[config.mk]
export PLATFORM = sky130hd
export DESIGN_NAME = egress_frame_reader
export DESIGN_NICKNAME = d
export VERILOG_FILES = /design/src/rtl/egress_frame_reader_pkg.sv /design/src/rtl/egress_frame_reader_skid_buffer.sv /design/src/rtl/egress_frame_reader.sv
export SDC_FILE = /design/constraint.sdc
export NUM_CORES = 1
export LEC_CHECK = 0
export CAP_MARGIN = 10
export CELL_PAD_IN_SITES_DETAIL_PLACEMENT = 1
export CELL_PAD_IN_SITES_GLOBAL_PLACEMENT = 1
export CORE_MARGIN = 3
export CORE_UTILIZATION = 36
export CTS_CLUSTER_SIZE = 10
export DETAILED_ROUTE_END_ITERATION = 10
export HOLD_SLACK_MARGIN = 0.05
export PLACE_DENSITY = 0.82
export SLEW_MARGIN = 0
export SYNTH_ARGS = -nofsm -noshare
export SYNTH_HDL_FRONTEND = slang
export SYNTH_HIERARCHICAL = 1
export SYNTH_SLANG_ARGS = --single-unit
[constraint.sdc]
create_clock -name clk -period 4.02 [get_ports clk]
set_clock_uncertainty 0.2 [all_clocks]
set_input_delay 1.005 -clock clk [delete_from_list [all_inputs] [get_ports clk]]
set_output_delay 1.005 -clock clk [all_outputs]
set_load 0.01 [all_outputs]
[src/rtl/egress_frame_reader_pkg.sv]
// Shared types and defaults for the egress frame reader: descriptor layout,
// reader FSM state encoding and the default frame geometry.
package egress_frame_reader_pkg;

    localparam int DEF_ADDR_WIDTH      = 11;
    localparam int DEF_MAX_FRAME_WORDS = 759;
    localparam int DESC_PTR_W          = 16;
    localparam int SKID_W              = 17;

    // Fields are sized for the widest supported pointer; the reader truncates to ADDR_WIDTH+1.
    typedef struct packed {
        logic [DESC_PTR_W-1:0] start_ptr;
        logic [DESC_PTR_W-1:0] len;
        logic                  drop;
    } frame_desc_t;

    typedef enum logic [2:0] {
        ST_IDLE,
        ST_LOAD,
        ST_STREAM,
        ST_DRAIN,
        ST_SKIP
    } egress_state_t;

    function automatic logic len_is_legal(input logic [DESC_PTR_W-1:0] len,
                                          input logic [DESC_PTR_W-1:0] max_len);
        return (len != '0) && (len <= max_len);
    endfunction

endpackage

[src/rtl/egress_frame_reader_skid_buffer.sv]
// Two-entry skid FIFO with bypass when empty, so a word arriving from the RAM
// can be presented on the same cycle it lands.
module egress_skid_buffer #(
    parameter int W = 17
) (
    input  logic         clk,
    input  logic         reset,
    input  logic         i_in_valid,
    input  logic [W-1:0] i_in_data,
    output logic         o_in_ready,
    output logic         o_out_valid,
    output logic [W-1:0] o_out_data,
    input  logic         i_out_ready,
    output logic [1:0]   o_count
);

    logic [W-1:0] r_mem [2];
    logic         r_rd_ptr;
    logic [1:0]   r_count;
    logic         w_push;
    logic         w_pop;
    logic         w_bypass;
    logic         w_wr_ptr;

    assign o_in_ready  = (r_count != 2'd2);
    assign w_push      = i_in_valid && o_in_ready;
    assign o_out_valid = (r_count != 2'd0) || i_in_valid;
    assign o_out_data  = (r_count != 2'd0) ? r_mem[r_rd_ptr] : i_in_data;
    assign w_pop       = o_out_valid && i_out_ready;
    assign w_bypass    = w_push && w_pop && (r_count == 2'd0);
    assign w_wr_ptr    = r_rd_ptr ^ r_count[0];
    assign o_count     = r_count;

    always_ff @(posedge clk) begin
        if (reset) begin
            r_count  <= 2'd0;
            r_rd_ptr <= 1'b0;
        end else begin
            r_count <= r_count + 2'(w_push) - 2'(w_pop);
            if (w_pop && (r_count != 2'd0))
                r_rd_ptr <= ~r_rd_ptr;
        end
    end

    // Storage needs no reset: occupancy alone decides what is visible.
    always_ff @(posedge clk) begin
        if (w_push && !w_bypass)
            r_mem[w_wr_ptr] <= i_in_data;
    end

endmodule

[src/rtl/egress_frame_reader.sv]
// Frame buffer egress reader: streams or discards one descriptor at a time.
// Optional statistics counters are built when EGRESS_STATS_EN is defined.
module egress_frame_reader
    import egress_frame_reader_pkg::*;
#(
    parameter int ADDR_WIDTH      = DEF_ADDR_WIDTH,
    parameter int MAX_FRAME_WORDS = DEF_MAX_FRAME_WORDS
) (
    input  logic                  clk,
    input  logic                  reset,
    input  logic                  desc_valid,
    output logic                  desc_ready,
    input  logic [ADDR_WIDTH:0]   desc_start_ptr,
    input  logic [ADDR_WIDTH:0]   desc_len,
    input  logic                  desc_drop,
    output logic                  frame_ren,
    output logic                  frame_rrst,
    output logic [ADDR_WIDTH:0]   frame_rst_rptr,
    input  logic [ADDR_WIDTH:0]   frame_rptr,
    input  logic [19:0]           frame_rdata,
    input  logic                  last_entry,
    output logic [15:0]           egress_tdata,
    output logic                  egress_tvalid,
    output logic                  egress_tlast,
    input  logic                  egress_tready,
    output logic                  busy
`ifdef EGRESS_STATS_EN
    ,
    output logic [31:0]           stat_frames_sent,
    output logic [31:0]           stat_frames_dropped,
    output logic [31:0]           stat_words_sent
`endif
);

    localparam int PW = ADDR_WIDTH + 1;

    egress_state_t      r_state;
    egress_state_t      w_state_nxt;
    frame_desc_t        r_desc;
    logic [PW-1:0]      r_remaining;
    logic               r_rd_pending;
    logic               r_rd_last;
    logic [PW-1:0]      r_prev_rptr;
    logic               r_prev_valid;

    logic [PW-1:0]      w_start;
    logic [PW-1:0]      w_len;
    logic               w_accept;
    logic               w_legal;
    logic               w_ren;
    logic               w_pop;
    logic               w_underflow;
    logic [2:0]         w_occ;
    logic [1:0]         w_skid_count;
    logic               w_skid_in_ready;
    logic               w_out_valid;
    logic [SKID_W-1:0]  w_out_data;
    logic               w_unused;

    assign w_start  = r_desc.start_ptr[PW-1:0];
    assign w_len    = r_desc.len[PW-1:0];
    assign w_accept = desc_valid && desc_ready;
    assign w_legal  = !desc_drop &&
                      len_is_legal(DESC_PTR_W'(desc_len), DESC_PTR_W'(MAX_FRAME_WORDS));
    assign w_pop    = w_out_valid && egress_tready;

    // Slots committed after this edge if no new read is issued; a same-cycle pop frees one.
    assign w_occ = 3'(w_skid_count) + 3'(r_rd_pending) - 3'(w_pop);

    // Read pointer failed to advance since the last read and no word is waiting.
    assign w_underflow = r_prev_valid && !last_entry && (frame_rptr == r_prev_rptr);

    always_ff @(posedge clk) begin
        if (reset)
            r_state <= ST_IDLE;
        else
            r_state <= w_state_nxt;
    end

    always_comb begin
        w_state_nxt    = r_state;
        desc_ready     = 1'b0;
        busy           = 1'b1;
        frame_rrst     = 1'b0;
        frame_rst_rptr = '0;
        w_ren          = 1'b0;
        case (r_state)
            ST_IDLE: begin
                desc_ready = 1'b1;
                busy       = 1'b0;
                if (desc_valid)
                    w_state_nxt = w_legal ? ST_LOAD : ST_SKIP;
            end
            ST_LOAD: begin
                frame_rrst     = 1'b1;
                frame_rst_rptr = w_start;
                w_state_nxt    = ST_STREAM;
            end
            ST_STREAM: begin
                if ((r_remaining != '0) && (w_occ < 3'd2) && !w_underflow) begin
                    w_ren = 1'b1;
                    if (r_remaining == PW'(1))
                        w_state_nxt = ST_DRAIN;
                end
            end
            ST_DRAIN: begin
                if ((w_skid_count == 2'd0) && !r_rd_pending)
                    w_state_nxt = ST_IDLE;
            end
            ST_SKIP: begin
                frame_rrst     = 1'b1;
                frame_rst_rptr = w_start + w_len;
                w_state_nxt    = ST_IDLE;
            end
            default: w_state_nxt = ST_IDLE;
        endcase
    end

    assign frame_ren = w_ren;

    always_ff @(posedge clk) begin
        if (reset) begin
            r_desc       <= '0;
            r_remaining  <= '0;
            r_rd_pending <= 1'b0;
            r_rd_last    <= 1'b0;
            r_prev_rptr  <= '0;
            r_prev_valid <= 1'b0;
        end else begin
            if (w_accept)
                r_desc <= '{start_ptr: DESC_PTR_W'(desc_start_ptr),
                            len:       DESC_PTR_W'(desc_len),
                            drop:      desc_drop};
            r_rd_pending <= w_ren;
            r_rd_last    <= w_ren && (r_remaining == PW'(1));
            if (r_state == ST_LOAD) begin
                r_remaining  <= w_len;
                r_prev_valid <= 1'b0;
            end else if (w_ren) begin
                r_remaining  <= r_remaining - PW'(1);
                r_prev_rptr  <= frame_rptr;
                r_prev_valid <= 1'b1;
            end
        end
    end

    egress_skid_buffer #(
        .W (SKID_W)
    ) u_skid (
        .clk         (clk),
        .reset       (reset),
        .i_in_valid  (r_rd_pending),
        .i_in_data   ({r_rd_last, frame_rdata[15:0]}),
        .o_in_ready  (w_skid_in_ready),
        .o_out_valid (w_out_valid),
        .o_out_data  (w_out_data),
        .i_out_ready (egress_tready),
        .o_count     (w_skid_count)
    );

    // Empty skid bypasses raw RAM data, so hold the bus at zero when idle.
    assign egress_tvalid = w_out_valid;
    assign egress_tdata  = w_out_valid ? w_out_data[15:0] : 16'd0;
    assign egress_tlast  = w_out_valid && w_out_data[16];

    assign w_unused = &{1'b0, frame_rdata[19:16], r_desc.start_ptr[DESC_PTR_W-1:PW],
                        r_desc.len[DESC_PTR_W-1:PW], r_desc.drop, w_skid_in_ready};

`ifdef EGRESS_STATS_EN
    always_ff @(posedge clk) begin
        if (reset) begin
            stat_frames_sent    <= '0;
            stat_frames_dropped <= '0;
            stat_words_sent     <= '0;
        end else begin
            if (w_pop && w_out_data[16] && (stat_frames_sent != '1))
                stat_frames_sent <= stat_frames_sent + 32'd1;
            if (w_pop && (stat_words_sent != '1))
                stat_words_sent <= stat_words_sent + 32'd1;
            if ((r_state == ST_SKIP) && (stat_frames_dropped != '1))
                stat_frames_dropped <= stat_frames_dropped + 32'd1;
        end
    end
`endif

endmodule
== Yosys cells after proc, flatten, opt, wreduce, memory -nomap -nowiden ==
Memory sizes are Yosys's and may differ from the RTL's. A register that Yosys moved wholly into a read port is not among the register bits.
Cells that the tools add are included.
Storage, ports and cells
  register bits after elaboration: 57
  latch bits: 0
  memory bits (writable): 34
  memory bits (read-only): 0
  bits of input ports: 62
  output and inout port bits: 34
  word-level logic and storage cells: 85
  memories kept: 1
Memories
  u_skid.r_mem: words 2, width 17, read ports 1, clocked after memory_dff 1, write ports 1, RTL line egress_frame_reader_skid_buffer.sv:17  | logic [W-1:0] r_mem [2];
Cells by class
  add/subtract/negate cells: 6
  multipliers: 0
  div/mod/pow operators: 0
  $lt $le $gt $ge: 2
  equal/unequal tests: 11
  shift-type cells: 0
  multiplexer cells: 20
  bitwise operators: 3
  reduce and logical (&&, ||, !) cells: 32
Operators by type and width (number)
  $mux W12: 2
  $pmux W12 S2: 1
  $reduce_bool A12 Y1: 2
  $mux W17: 1
  $logic_and A1 B1 Y1: 16
  $mux W16: 1
  $mux W3: 5
  $add A12 B12 Y12: 1
  $eq A12 B1 Y1 const B: 1
  $eq A12 B12 Y1: 1
  $le A12 B10 Y1 const B: 1
  $pmux W3 S4: 1
  $sub A12 B1 Y12 const B: 1
  $ne A2 B2 Y1 const B: 5
  $mux W1: 9
  $eq A3 B2 Y1 const B: 2
  $logic_not A1 Y1: 5
  $reduce_and A4 Y1: 1
  $reduce_bool A2 Y1: 2
  $reduce_or A2 Y1: 2
  $add A2 B1 Y3: 1
  $eq A3 B1 Y1 const B: 1
  $eq A3 B3 Y1 const B: 1
  $logic_not A3 Y1: 1
  other kinds (9): 10

== Depth between registers and ports, before layout ==
  word-level depth: 11
  depth in mapped cells: 12
  mapped depth without buffers: 11

== Cells and area by module ==
Netlist, hierarchy kept.
Modules (own cells, without submodules)
  egress_frame_reader: instances 1, cells an instance 415, area an instance 3305.7 µm², seq. area each 1081.0 µm²
  egress_skid_buffer: instances 1, cells an instance 121, area an instance 1719.1 µm², seq. area each 1101.1 µm²

== Worst setup path before layout ==
Ideal clock, no wire load.
  path kind: input -> output
  start point: in egress_tready
  end point: out frame_ren
  arrival: 2.797 ns
  data required time: 2.815 ns
  slack: 0.018 ns
  stages on the path: 9
  path buffers: 1
  path through: and2_1 ha_1 nand2b_1 fa_1 xnor2_1 and2_1 nand3_2 nor2_4 buf_6
Between the ends
  word-level cells in the longest chain between the ends: 7
Ends and longest elaborated chain
  from (decl): RTL line egress_frame_reader.sv:25  | input logic egress_tready,
  $logic_and A1 B1 Y1: RTL line egress_frame_reader.sv:65  | assign w_pop = w_out_valid && egress_tready;
  $sub A3 B1 Y3: RTL line egress_frame_reader.sv:68  | assign w_occ = 3'(w_skid_count) + 3'(r_rd_pending) - 3'(w_pop);
  $lt A3 B2 Y1: RTL line egress_frame_reader.sv:100  | if ((r_remaining != '0) && (w_occ < 3'd2) && !w_underflow) begin
  $logic_and A1 B1 Y1 (2 in a row): RTL line egress_frame_reader.sv:100
  $mux W1: RTL line egress_frame_reader.sv:100
  $mux W1: RTL line egress_frame_reader.sv:87  | case (r_state)
  to (decl): RTL line egress_frame_reader.sv:16  | output logic frame_ren,
Every way passes these cells.

== Final worst setup path ==
  start point: reg r_desc[6] (netlist name)
  end point: out frame_rst_rptr[11]
Between the ends
  word-level cells in the longest chain between the ends: 2
Ends and longest elaborated chain
  from (decl): RTL line egress_frame_reader.sv:39  | frame_desc_t r_desc;
  from (signal assigned): RTL line egress_frame_reader.sv:131  | r_desc <= '{start_ptr: DESC_PTR_W'(desc_start_ptr),
  $add A12 B12 Y12: RTL line egress_frame_reader.sv:112  | frame_rst_rptr = w_start + w_len;
  $pmux W12 S2: RTL line egress_frame_reader.sv:87
  to (decl): RTL line egress_frame_reader.sv:18  | output logic [ADDR_WIDTH:0] frame_rst_rptr,
Every way passes these cells.

==> impl_metrics.py <==
metrics = {
    "floorplanning": {
        "fp.dieW_microns": 124,
        "fp.dieH_microns": 124,
        "rows": 42,
        "dieArea_sq_mm": 0.0154,
        "pin_count": 96,
        "core_sq_mm": 0.0135,
        "start_util_pct": 37.4,
    },
    "sta": {
        "period_needed_ns": 3.95,
        "holdWs_ns": 0.281,
        "slew_viol_final": 0,
        "setup_viol": 0,
        "hold_violations": 0,
        "period_share_pct": 98.3,
        "tightest_slew_ns": 0.872,
        "clock.fmax_mhz": 253,
        "fin_ws_ns": 0.0702,
        "relSlewSlack_pct": 41.9,
    },
    "pwr": {
        "p_per_area_mw_per_mm2": 446,
        "finalPower_uw": 2890,
        "ir_drop_v": 0.000181,
        "leakagePower_uw": 0.00233,
    },
    "detailed_routing": {
        "wl_per_cell_microns": 17.5,
        "ant_nets": 0,
        "drt_iter0_drc": 190,
        "via_per_inst": 5.38,
        "routed_wirelength_microns": 14100,
        "drc": 0,
        "via_count": 4339,
        "drt_pre_antenna_iters": 4,
    },
    "yosys": {
        "ys.flop_type": "dfxtp_1",
        "synth-edff-count": 34,
        "synth-simple-area-share_pct": 21.7,
        "synth_xor_area_share_pct": 4.28,
        "muxShareOfSynthArea_pct": 6.72,
        "async_flop_share_pct": 0,
        "synth_top_family_by_area": "simple AND/OR/NAND/NOR gates",
        "synth_compound_area_share_pct": 14.6,
        "ys_types": 63,
        "syn_nets": 618,
        "yosysSeqAreaShare_pct": 43.4,
        "synth_fa_ha_area_share_pct": 5.28,
        "synth.ff_latch_count": 92,
        "syn_area_sq_mm": 0.00502,
        "yosysWarningCount": 6,
        "synth_area_per_cell_sq_um": 9.37,
        "synthCells": 536,
    },
    "placed_design": {
        "hpwl_microns": 10200,
        "dpl_cell_area_sq_mm": 0.00611,
        "finalWeightedCongestion": 0.816,
        "dp_slack_ns": -0.724,
        "dp.cells": 789,
        "port_buffers": 91,
    },
    "critical_path": {
        "r2r_end": "r_remaining[9]",
        "crit_path_start_kind": "flop",
        "cp_max_fo": 4,
        "crit_slowest_cell": "clkdlybuf4s50_1",
        "cp_slowest_stage_delay_ns": 0.53,
        "crit_type": "flop to output pin",
        "r2r_cells": 12,
        "critPathRequiredTime_ns": 2.81,
        "cp_cell_sequence": "ha_2, o21ai_1, nor2_1, o21a_1, a21oi_2, mux2i_1, a22o_1, clkdlybuf4s50_1",
        "cp-end-kind": "output pin",
        "reg2reg_from": "r_rd_pending",
        "rrSetupSlack_ns": 0.59,
        "cp.arrival_ns": 2.74,
    },
    "global_route": {
        "grt_max_degree": 40,
        "grt_pass1_wl_microns": 22900,
        "track_usage_pct": 19.1,
        "grt_pass1_vias": 4648,
        "antenna_found_initial": 0,
        "gr-total-overflow": 0,
    },
    "cts": {
        "cts_tree": "done",
        "path_clk_slew_ns": 0.07,
        "cts-root-buf": "clkbuf_16",
        "h-tree-depth": 3,
        "cts_max_path_buffers": 2,
        "worstSkewPairLatency_ns": 0.35,
        "hold_buffers": 0,
        "clock-sinks": 92,
        "cts_buffers": 9,
    },
    "min_path": {
        "min_path_cells": 0,
        "min-delay-start": "r_rd_last",
        "hold_path_class": "flop to flop",
        "hold-path-endpoint": "u_skid/r_mem[0][16]",
    },
    "finish": {
        "nFillCells": 1581,
        "drive_gt1_share_pct": 11.9,
        "fin_nets": 709,
        "instances_no_fill": 807,
        "area_delta_synth_final_pct": 28.8,
        "antenna_cells": 0,
        "fin_area_sq_mm": 0.00647,
    },
    "outcome": {
        "outcome": "finished, final reports clean",
    },
    "job": {
        "cap_violations": 0,
    },
}
==> cells by family after synthesis <==
kind of cell    Yosys count
buf+inv                  41
flops                    92
mux                      33
compound gates          116
xor+xnor                 23
simple gates            211
fa+ha+maj                20
==> how the worst max path moves through the flow <==
stage | to | cells after the start | startpoint | slack, ns
after detailed placement | frame_ren | 10 | egress_tready | -0.72
after global routing | frame_rst_rptr[8] | 11 | r_desc[17] | -0.009
final | frame_rst_rptr[11] | 8 | r_desc[6] | 0.07
after global placement | frame_ren | 10 | egress_tready | -0.68
after floorplan | frame_ren | 9 | egress_tready | 0.02
after CTS | frame_ren | 9 | egress_tready | -0.04
==> metrics by stage <==
stage          setup TNS [ns]  utilization (%)
2_1_floorplan               0                -
3_3_place_gp           -0.684             45.4
3_5_place_dp           -0.842             45.4
4_1_cts               -0.0406             47.7
5_1_grt               -0.0179             48.1
6_report                    0             48.1
==> where the power goes <==
part	switching (uW)	total, uW	internal, uW	leakage, uW
Clock	348	761	412	0.000118
Sequential	41.7	1050	1010	0.000774
Combinational	549	1070	523	0.00144
==> layer usage <==
metal  share of wire [%]  wire, microns  track usage, %  vias up
met5                   0              0               0        -
met4                 2.2            315            8.62        0
met3                 4.4            614            2.72       21
met2                  50           7040            33.2      104
met1                  43           6120            23.4     2118
li1                    -              -               -     2096
==> synth_stat cells, drive strengths merged, types with 17 or more instances <==
cell	instances	area [sq um]
and2	27	171
nor3	30	155
mux2i	30	300
ha	18	225
o21ai	18	90.1
nand2	78	293
a21oi	56	322
nor2	27	111
dfxtp	58	1160
edfxtp	34	1020
xor2	17	149
==> placed cells by master, fill, tap and decap left out, drive strengths merged, types with 5 or more instances in the layout <==
| cell type | instances |
|---|---|
| o21ai | 18 |
| nand3 | 6 |
| a211oi | 5 |
| a31oi | 9 |
| nor4 | 9 |
| o211ai | 5 |
| and2 | 27 |
| nand2 | 78 |
| clkbuf | 13 |
| clkdlybuf4s50 | 84 |
| ha | 18 |
| xor2 | 17 |
| nor3 | 30 |
| xnor2 | 5 |
| a21oi | 56 |
| mux2i | 30 |
| buf | 21 |
| or3 | 7 |
| nor2 | 27 |
| dfxtp | 58 |
| inv | 11 |
| o31ai | 5 |
| edfxtp | 34 |
==> sequential cells by signal, indices dropped and copies added (netlist names), named ones only <==
register / count
r_state: 3
r_prev_valid: 1
u_skid/r_rd_ptr: 1
r_remaining: 12
u_skid/o_count: 2
r_prev_rptr: 12
r_rd_pending: 1
r_rd_last: 1
u_skid/r_mem: 34
r_desc: 24
==> timing repair <==
action | CTS | global route
endpoints found under the setup margin | 6 | 6
setup buffers | 1 | 2
gates resized for setup | 22 | 16
pin swaps | 1 | 7
==> layout make-up <==
| class | count | area (sq um) | share of cell area [%] |
|---|---|---|---|
| Clock inverter | 3 | 15.0 | 0.232 |
| Multi-Input combinational cell | 403 | 2730 | 42.2 |
| Sequential cell | 92 | 2180 | 33.8 |
| Clock buffer | 12 | 236 | 3.65 |
| Tap cell | 176 | 220 | 3.40 |
| Inverter | 11 | 41.3 | 0.638 |
| Timing Repair Buffer | 110 | 1040 | 16.1 |
==> worst max-delay path: cells and delay by family, from the launching register on <==
| kind | cells | cell delay, ns |
|---|---|---|
| adder cells (fa/ha/maj) | 1 | 0.33 |
| AND/OR/NAND/NOR | 1 | 0.10 |
| multiplexers | 1 | 0.22 |
| flip-flops | 1 | 0.42 |
| buffers and inverters | 1 | 0.53 |
| AO/OA/AOI/OAI | 4 | 0.79 |
Note: power is estimated with default switching activity, not from simulation.
